==> src/rtl/mioc_odbus_pkg.sv <==
// rtl/mioc_odbus_pkg.sv - shared state encoding and counter widths for the open-drain bus arbiter
package mioc_odbus_pkg;

    localparam logic [1:0] ST_IDLE   = 2'd0;
    localparam logic [1:0] ST_XFER   = 2'd1;
    localparam logic [1:0] ST_PRECHG = 2'd2;

    localparam int HOLD_W = 8;
    localparam int PRE_W  = 4;

    typedef enum logic [1:0] {
        S_IDLE   = ST_IDLE,
        S_XFER   = ST_XFER,
        S_PRECHG = ST_PRECHG
    } odbus_state_e;

endpackage

==> src/rtl/mioc_rr_pick.sv <==
// rtl/mioc_rr_pick.sv - combinational round-robin picker, first request at or above ptr (mod NREQ)
module mioc_rr_pick #(
    parameter int NREQ = 4,
    parameter int IDXW = 2
) (
    input  logic [NREQ-1:0] req,
    input  logic [IDXW-1:0] ptr,
    output logic [NREQ-1:0] win_oh,
    output logic [IDXW-1:0] win_idx,
    output logic            win_vld
);

    always_comb begin
        win_oh  = '0;
        win_idx = '0;
        win_vld = 1'b0;
        for (int i = 0; i < NREQ; i++) begin
            int idx;
            idx = int'(ptr) + i;
            if (idx >= NREQ) idx = idx - NREQ;
            if (!win_vld && req[idx]) begin
                win_vld     = 1'b1;
                win_idx     = IDXW'(idx);
                win_oh[idx] = 1'b1;
            end
        end
    end

endmodule

==> src/rtl/mioc_odbus_arb.sv <==
// rtl/mioc_odbus_arb.sv - open-drain shared-node arbiter: round-robin grant, hold timeout, precharge gap
// Build option MIOC_ODBUS_ARB_LOCK_EN adds a per-source lock input that suppresses the hold timeout.
module mioc_odbus_arb
    import mioc_odbus_pkg::*;
#(
    parameter int NREQ      = 4,
    parameter int HOLD_MAX  = 15,
    parameter int PRECHARGE = 1
) (
    input  logic                     clk,
    input  logic                     rst_n,
    input  logic [NREQ-1:0]          req,
    input  logic [NREQ-1:0]          done,
    output logic [NREQ-1:0]          gnt,
    output logic [$clog2(NREQ)-1:0]  gnt_id,
    output logic                     drv_en,
    output logic                     busy,
    output logic                     timeout
`ifdef MIOC_ODBUS_ARB_LOCK_EN
    ,
    input  logic [NREQ-1:0]          lock
`endif
);

    localparam int IDXW = $clog2(NREQ);
    localparam logic [HOLD_W-1:0] HOLD_LAST = HOLD_W'(HOLD_MAX - 1);
    localparam logic [PRE_W-1:0]  PRE_LAST  = PRE_W'((PRECHARGE > 0) ? PRECHARGE - 1 : 0);

    odbus_state_e       state_q, state_d;
    logic [NREQ-1:0]    gnt_q, gnt_d;
    logic [IDXW-1:0]    gnt_id_q, gnt_id_d;
    logic               drv_en_q, drv_en_d;
    logic               busy_q, busy_d;
    logic               timeout_q, timeout_d;
    logic [IDXW-1:0]    rr_ptr_q, rr_ptr_d;
    logic [HOLD_W-1:0]  hold_cnt_q, hold_cnt_d;
    logic [PRE_W-1:0]   pre_cnt_q, pre_cnt_d;

    logic [NREQ-1:0]    win_oh;
    logic [IDXW-1:0]    win_idx;
    logic               win_vld;
    logic               owner_rel;
    logic               owner_lock;
    logic               at_max;

    mioc_rr_pick #(
        .NREQ (NREQ),
        .IDXW (IDXW)
    ) u_pick (
        .req     (req),
        .ptr     (rr_ptr_q),
        .win_oh  (win_oh),
        .win_idx (win_idx),
        .win_vld (win_vld)
    );

    // Only the current owner's strobes matter; other sources are ignored while XFER.
    assign owner_rel = done[gnt_id_q] | ~req[gnt_id_q];
    assign at_max    = (hold_cnt_q == HOLD_LAST);

`ifdef MIOC_ODBUS_ARB_LOCK_EN
    assign owner_lock = lock[gnt_id_q];
`else
    assign owner_lock = 1'b0;
`endif

    always_comb begin
        state_d    = state_q;
        gnt_d      = gnt_q;
        gnt_id_d   = gnt_id_q;
        drv_en_d   = drv_en_q;
        busy_d     = busy_q;
        timeout_d  = 1'b0;
        rr_ptr_d   = rr_ptr_q;
        hold_cnt_d = hold_cnt_q;
        pre_cnt_d  = pre_cnt_q;
        case (state_q)
            S_IDLE: begin
                if (win_vld) begin
                    state_d    = S_XFER;
                    gnt_d      = win_oh;
                    gnt_id_d   = win_idx;
                    drv_en_d   = 1'b1;
                    busy_d     = 1'b1;
                    hold_cnt_d = '0;
                    if (int'(win_idx) == NREQ - 1) rr_ptr_d = '0;
                    else                           rr_ptr_d = win_idx + 1'b1;
                end
            end
            S_XFER: begin
                // A normal release wins over a timeout landing on the same cycle.
                if (owner_rel || (at_max && !owner_lock)) begin
                    gnt_d     = '0;
                    drv_en_d  = 1'b0;
                    timeout_d = !owner_rel;
                    if (PRECHARGE > 0) begin
                        state_d   = S_PRECHG;
                        busy_d    = 1'b1;
                        pre_cnt_d = '0;
                    end else begin
                        state_d = S_IDLE;
                        busy_d  = 1'b0;
                    end
                end else if (!at_max) begin
                    hold_cnt_d = hold_cnt_q + 1'b1;
                end
            end
            S_PRECHG: begin
                if (pre_cnt_q == PRE_LAST) begin
                    state_d = S_IDLE;
                    busy_d  = 1'b0;
                end else begin
                    pre_cnt_d = pre_cnt_q + 1'b1;
                end
            end
            default: begin
                state_d  = S_IDLE;
                gnt_d    = '0;
                drv_en_d = 1'b0;
                busy_d   = 1'b0;
            end
        endcase
    end

    always_ff @(posedge clk or negedge rst_n) begin
        if (!rst_n) begin
            state_q    <= S_IDLE;
            gnt_q      <= '0;
            gnt_id_q   <= '0;
            drv_en_q   <= 1'b0;
            busy_q     <= 1'b0;
            timeout_q  <= 1'b0;
            rr_ptr_q   <= '0;
            hold_cnt_q <= '0;
            pre_cnt_q  <= '0;
        end else begin
            state_q    <= state_d;
            gnt_q      <= gnt_d;
            gnt_id_q   <= gnt_id_d;
            drv_en_q   <= drv_en_d;
            busy_q     <= busy_d;
            timeout_q  <= timeout_d;
            rr_ptr_q   <= rr_ptr_d;
            hold_cnt_q <= hold_cnt_d;
            pre_cnt_q  <= pre_cnt_d;
        end
    end

    assign gnt     = gnt_q;
    assign gnt_id  = gnt_id_q;
    assign drv_en  = drv_en_q;
    assign busy    = busy_q;
    assign timeout = timeout_q;

endmodule

==> config.mk <==
export PLATFORM = sky130hd
export DESIGN_NAME = mioc_odbus_arb
export DESIGN_NICKNAME = d
export VERILOG_FILES = /design/src/rtl/mioc_odbus_pkg.sv /design/src/rtl/mioc_rr_pick.sv /design/src/rtl/mioc_odbus_arb.sv
export SDC_FILE = /design/constraint.sdc
export NUM_CORES = 1
export LEC_CHECK = 0
export BUFFER_PORTS_ARGS = -buffer_cell sky130_fd_sc_hd__buf_2
export CORE_MARGIN = 3
export CORE_UTILIZATION = 40
export DETAILED_ROUTE_END_ITERATION = 6
export GPL_ROUTABILITY_DRIVEN = 0
export PLACE_DENSITY = 0.67
export SYNTH_ARGS = -nofsm -noshare
export SYNTH_HDL_FRONTEND = slang
export SYNTH_SLANG_ARGS = --single-unit
==> constraint.sdc <==
create_clock -name clk -period 3.4 [get_ports clk]
set_input_delay 0.17 -clock clk [delete_from_list [all_inputs] [get_ports clk]]
set_output_delay 0.17 -clock clk [all_outputs]
set_load 0.005 [all_outputs]
==> flow_summary.yaml <==
global_routing:
  grt_antenna_before_repair: 0
  grt.total_usage_pct: 15.5
  grt_max_degree: 26
  grt_first_pass_wirelength_um: 6360
  grt_pass1_vias: 1345
  grt.overflow.total: 0
route:
  routed-wl-met2_um: 1750
  drt_iter0_drc: 62
  route.detailed.drc: 0
  wirelength_um: 3540
  postRouteAntennaNets: 0
  wl_met1_um: 1620
  detail_route.first_pass.iterations: 5
  routed_via_density: 5.88
  post_drt_wl_per_cell_um: 15.3
  vias: 1358
  top_layer_used: "met4"
  wl_met3_um: 124
critical_path:
  path_class: "flip-flop to flip-flop"
  reg2reg_depth: 7
  crit_fanout: 10
  r2r_start: "rr_ptr_q[1]"
  startpoint_type: "flip-flop"
  arrival_ps: 2880
  cp-startpoint: "rr_ptr_q[1]"
  cp-end-kind: "flip-flop"
  required_ps: 3590
timing:
  grt_setup_unrepaired: "false"
  fin_setup_tns_ps: 0
  layout_min_cycle_time_ps: 2690
  worst_pin_slew_ps: 810
  setup_viol_count_final: 0
  finalCritPeriodShare_pct: 79.1
  fmax_mhz: 372
  finalHoldViolCount: 0
  finClkSkew_ps: 2.83
  hold_slack_ps: 416
  final_max_slew_viol_count: 0
  relSlewSlack_pct: 45.7
power_and_ir_drop:
  cellLeakagePower_nw: 0.762
  peakVddDrop_mv: 0.356
  powerDensity_mw_per_mm2: 818
synth:
  yosysSeqAreaShare_pct: 38.4
  postSynth.asyncResetShare_pct: 100
  ys.flop_type: "dfrtp_1"
  synthCells: 166
  ys_types: 45
  synth_area_mm2: 0.00163
  ys_ff_latch: 25
  yosys_warnings: 0
  avgSynthCellArea_um2: 9.82
  syn_nets: 184
  synth_edf_count: 0
clock_tree:
  cts_buffers: 3
  cts_max_path_buffers: 2
  insertion_delay_ps: 270
  tritoncts: "yes"
  cts.sinks: 25
  htree_num_levels: 1
  ctsRootBufferMaster: "clkbuf_8"
  clk_pin_slew_ps: 90
die:
  die_area_mm2: 0.00488
  rows: 22
  num_io_pins: 19
  die_x_um: 69.8
  initial_utilization_pct: 42.9
  die_y_um: 69.8
  core_mm2: 0.00380
cells_and_area:
  layout_commonest_cell: "dfrtp_1"
  final_nets: 202
  syn_to_final_growth_pct: 11.6
  fillers: 368
  drive_gt1_share_pct: 18.0
  antenna_cells: 0
  ff_latch_area_um2: 626
  multiInputGateArea_um2: 955
  final_cell_mix: "25 x dfrtp_1, 18 x buf_2, 15 x o21ai_0"
placed_design:
  port-buffer-count: 18
  dp_hpwl_um: 2600
status:
  status: "finished clean"
run:
  maxCapViolations: 0
min_path:
  holdCritPathClass: "input port to async pin"
## kinds of logic (layout without fill, tap and decap cells)
group	count (synthesis)	in the layout	share of synthesized area (%)
AO/OA/AOI/OAI	48	48	19.5
buffers and inverters	14	31	3.38
AND/OR/NAND/NOR	55	55	19.6
XOR/XNOR	8	8	4.30
multiplexers	8	8	8.75
adder cells (fa/ha/maj)	8	8	6.14
flip-flops	25	25	38.4
## state kept, by name (all words and copies together), names as in the netlist, named ones only
register    flops
drv_en          1
timeout         1
pre_cnt_q       4
gnt             4
rr_ptr_q        1
gnt_id          2
hold_cnt_q      8
state_q         2
busy            1
## repair_timing
item,4_1_cts,5_1_grt
endpoints found under the hold margin,25,0
gates resized for setup,0,0
setup buffers,0,0
hold buffers,1,0
## Yosys cell counts (all sizes together), types with 2 or more instances
cell / count / area (um^2)
o21a: 2 / 15.0
nand2b: 8 / 50.1
mux4: 5 / 113
nor2: 12 / 45.0
ha: 8 / 100
nand2: 7 / 26.3
clkbuf: 4 / 15.0
a21o: 2 / 15.0
nand4: 2 / 12.5
a21oi: 10 / 50.1
o21ai: 17 / 88.8
xor2: 2 / 17.5
o2bb2ai: 4 / 35.0
nor4: 5 / 37.5
nand3: 4 / 20.0
mux2i: 3 / 30.0
inv: 7 / 26.3
a221o: 4 / 40.0
xnor2: 6 / 52.6
dfrtp: 25 / 626
buf: 3 / 13.8
or4: 2 / 15.0
nor2b: 4 / 25.0
nor3b: 4 / 35.0
## critical path, cell delays in order (launching register included)
cell,delay (ps)
dfrtp_1,560
inv_1,160
ha_1,400
mux4_2,440
nor2b_1,360
o21ai_0,220
a2111o_1,390
o211ai_1,90
## cell type report
| class | instances | area share (%) |
|---|---|---|
| tap | 48 | 3.30 |
| timing repair buffer | 20 | 5.91 |
| inverter | 7 | 1.44 |
| sequential | 25 | 34.4 |
| multi-input combinational | 127 | 52.5 |
| clock buffer | 4 | 2.48 |
## worst paths after layout
check,to,slack (ps)
max in group asynchronous,gnt[2],2620
hold reg to reg,gnt[3],510
hold / removal,timeout,420
setup / recovery,rr_ptr_q[1],710
setup reg to reg,rr_ptr_q[1],710
min in group clk,gnt_id[0],460
## where the power goes
group / leakage [nW] / internal [mW] / switching (mW)
combinational: 0.412 / 0.347 / 0.468
sequential: 0.327 / 0.385 / 0.112
clock: 0.0228 / 0.0838 / 0.0927
total: 0.762 / 0.815 / 0.673
## metrics by stage
step | instances | total power, mW | setup WS, ps | instance area (um^2) | utilization [%]
2_1_floorplan | 166 | 1.10 | 683 | 1630 | -
3_3_place_gp | 226 | 1.26 | 463 | 1760 | 46.3
3_5_place_dp | 226 | 1.31 | 243 | 1760 | 46.3
4_1_cts | 231 | 1.48 | 222 | 1810 | 47.8
5_1_grt | 231 | 1.62 | 468 | 1820 | 47.9
6_report | 231 | 1.49 | 709 | 1820 | 47.9
## routing by layer
layer / global-route usage, % / up-vias
met5: 0 / -
met4: 5.32 / 0
met3: 2.03 / 6
met2: 26.0 / 33
met1: 20.6 / 674
li1: - / 645
Note: power is estimated with default switching activity, not from simulation.
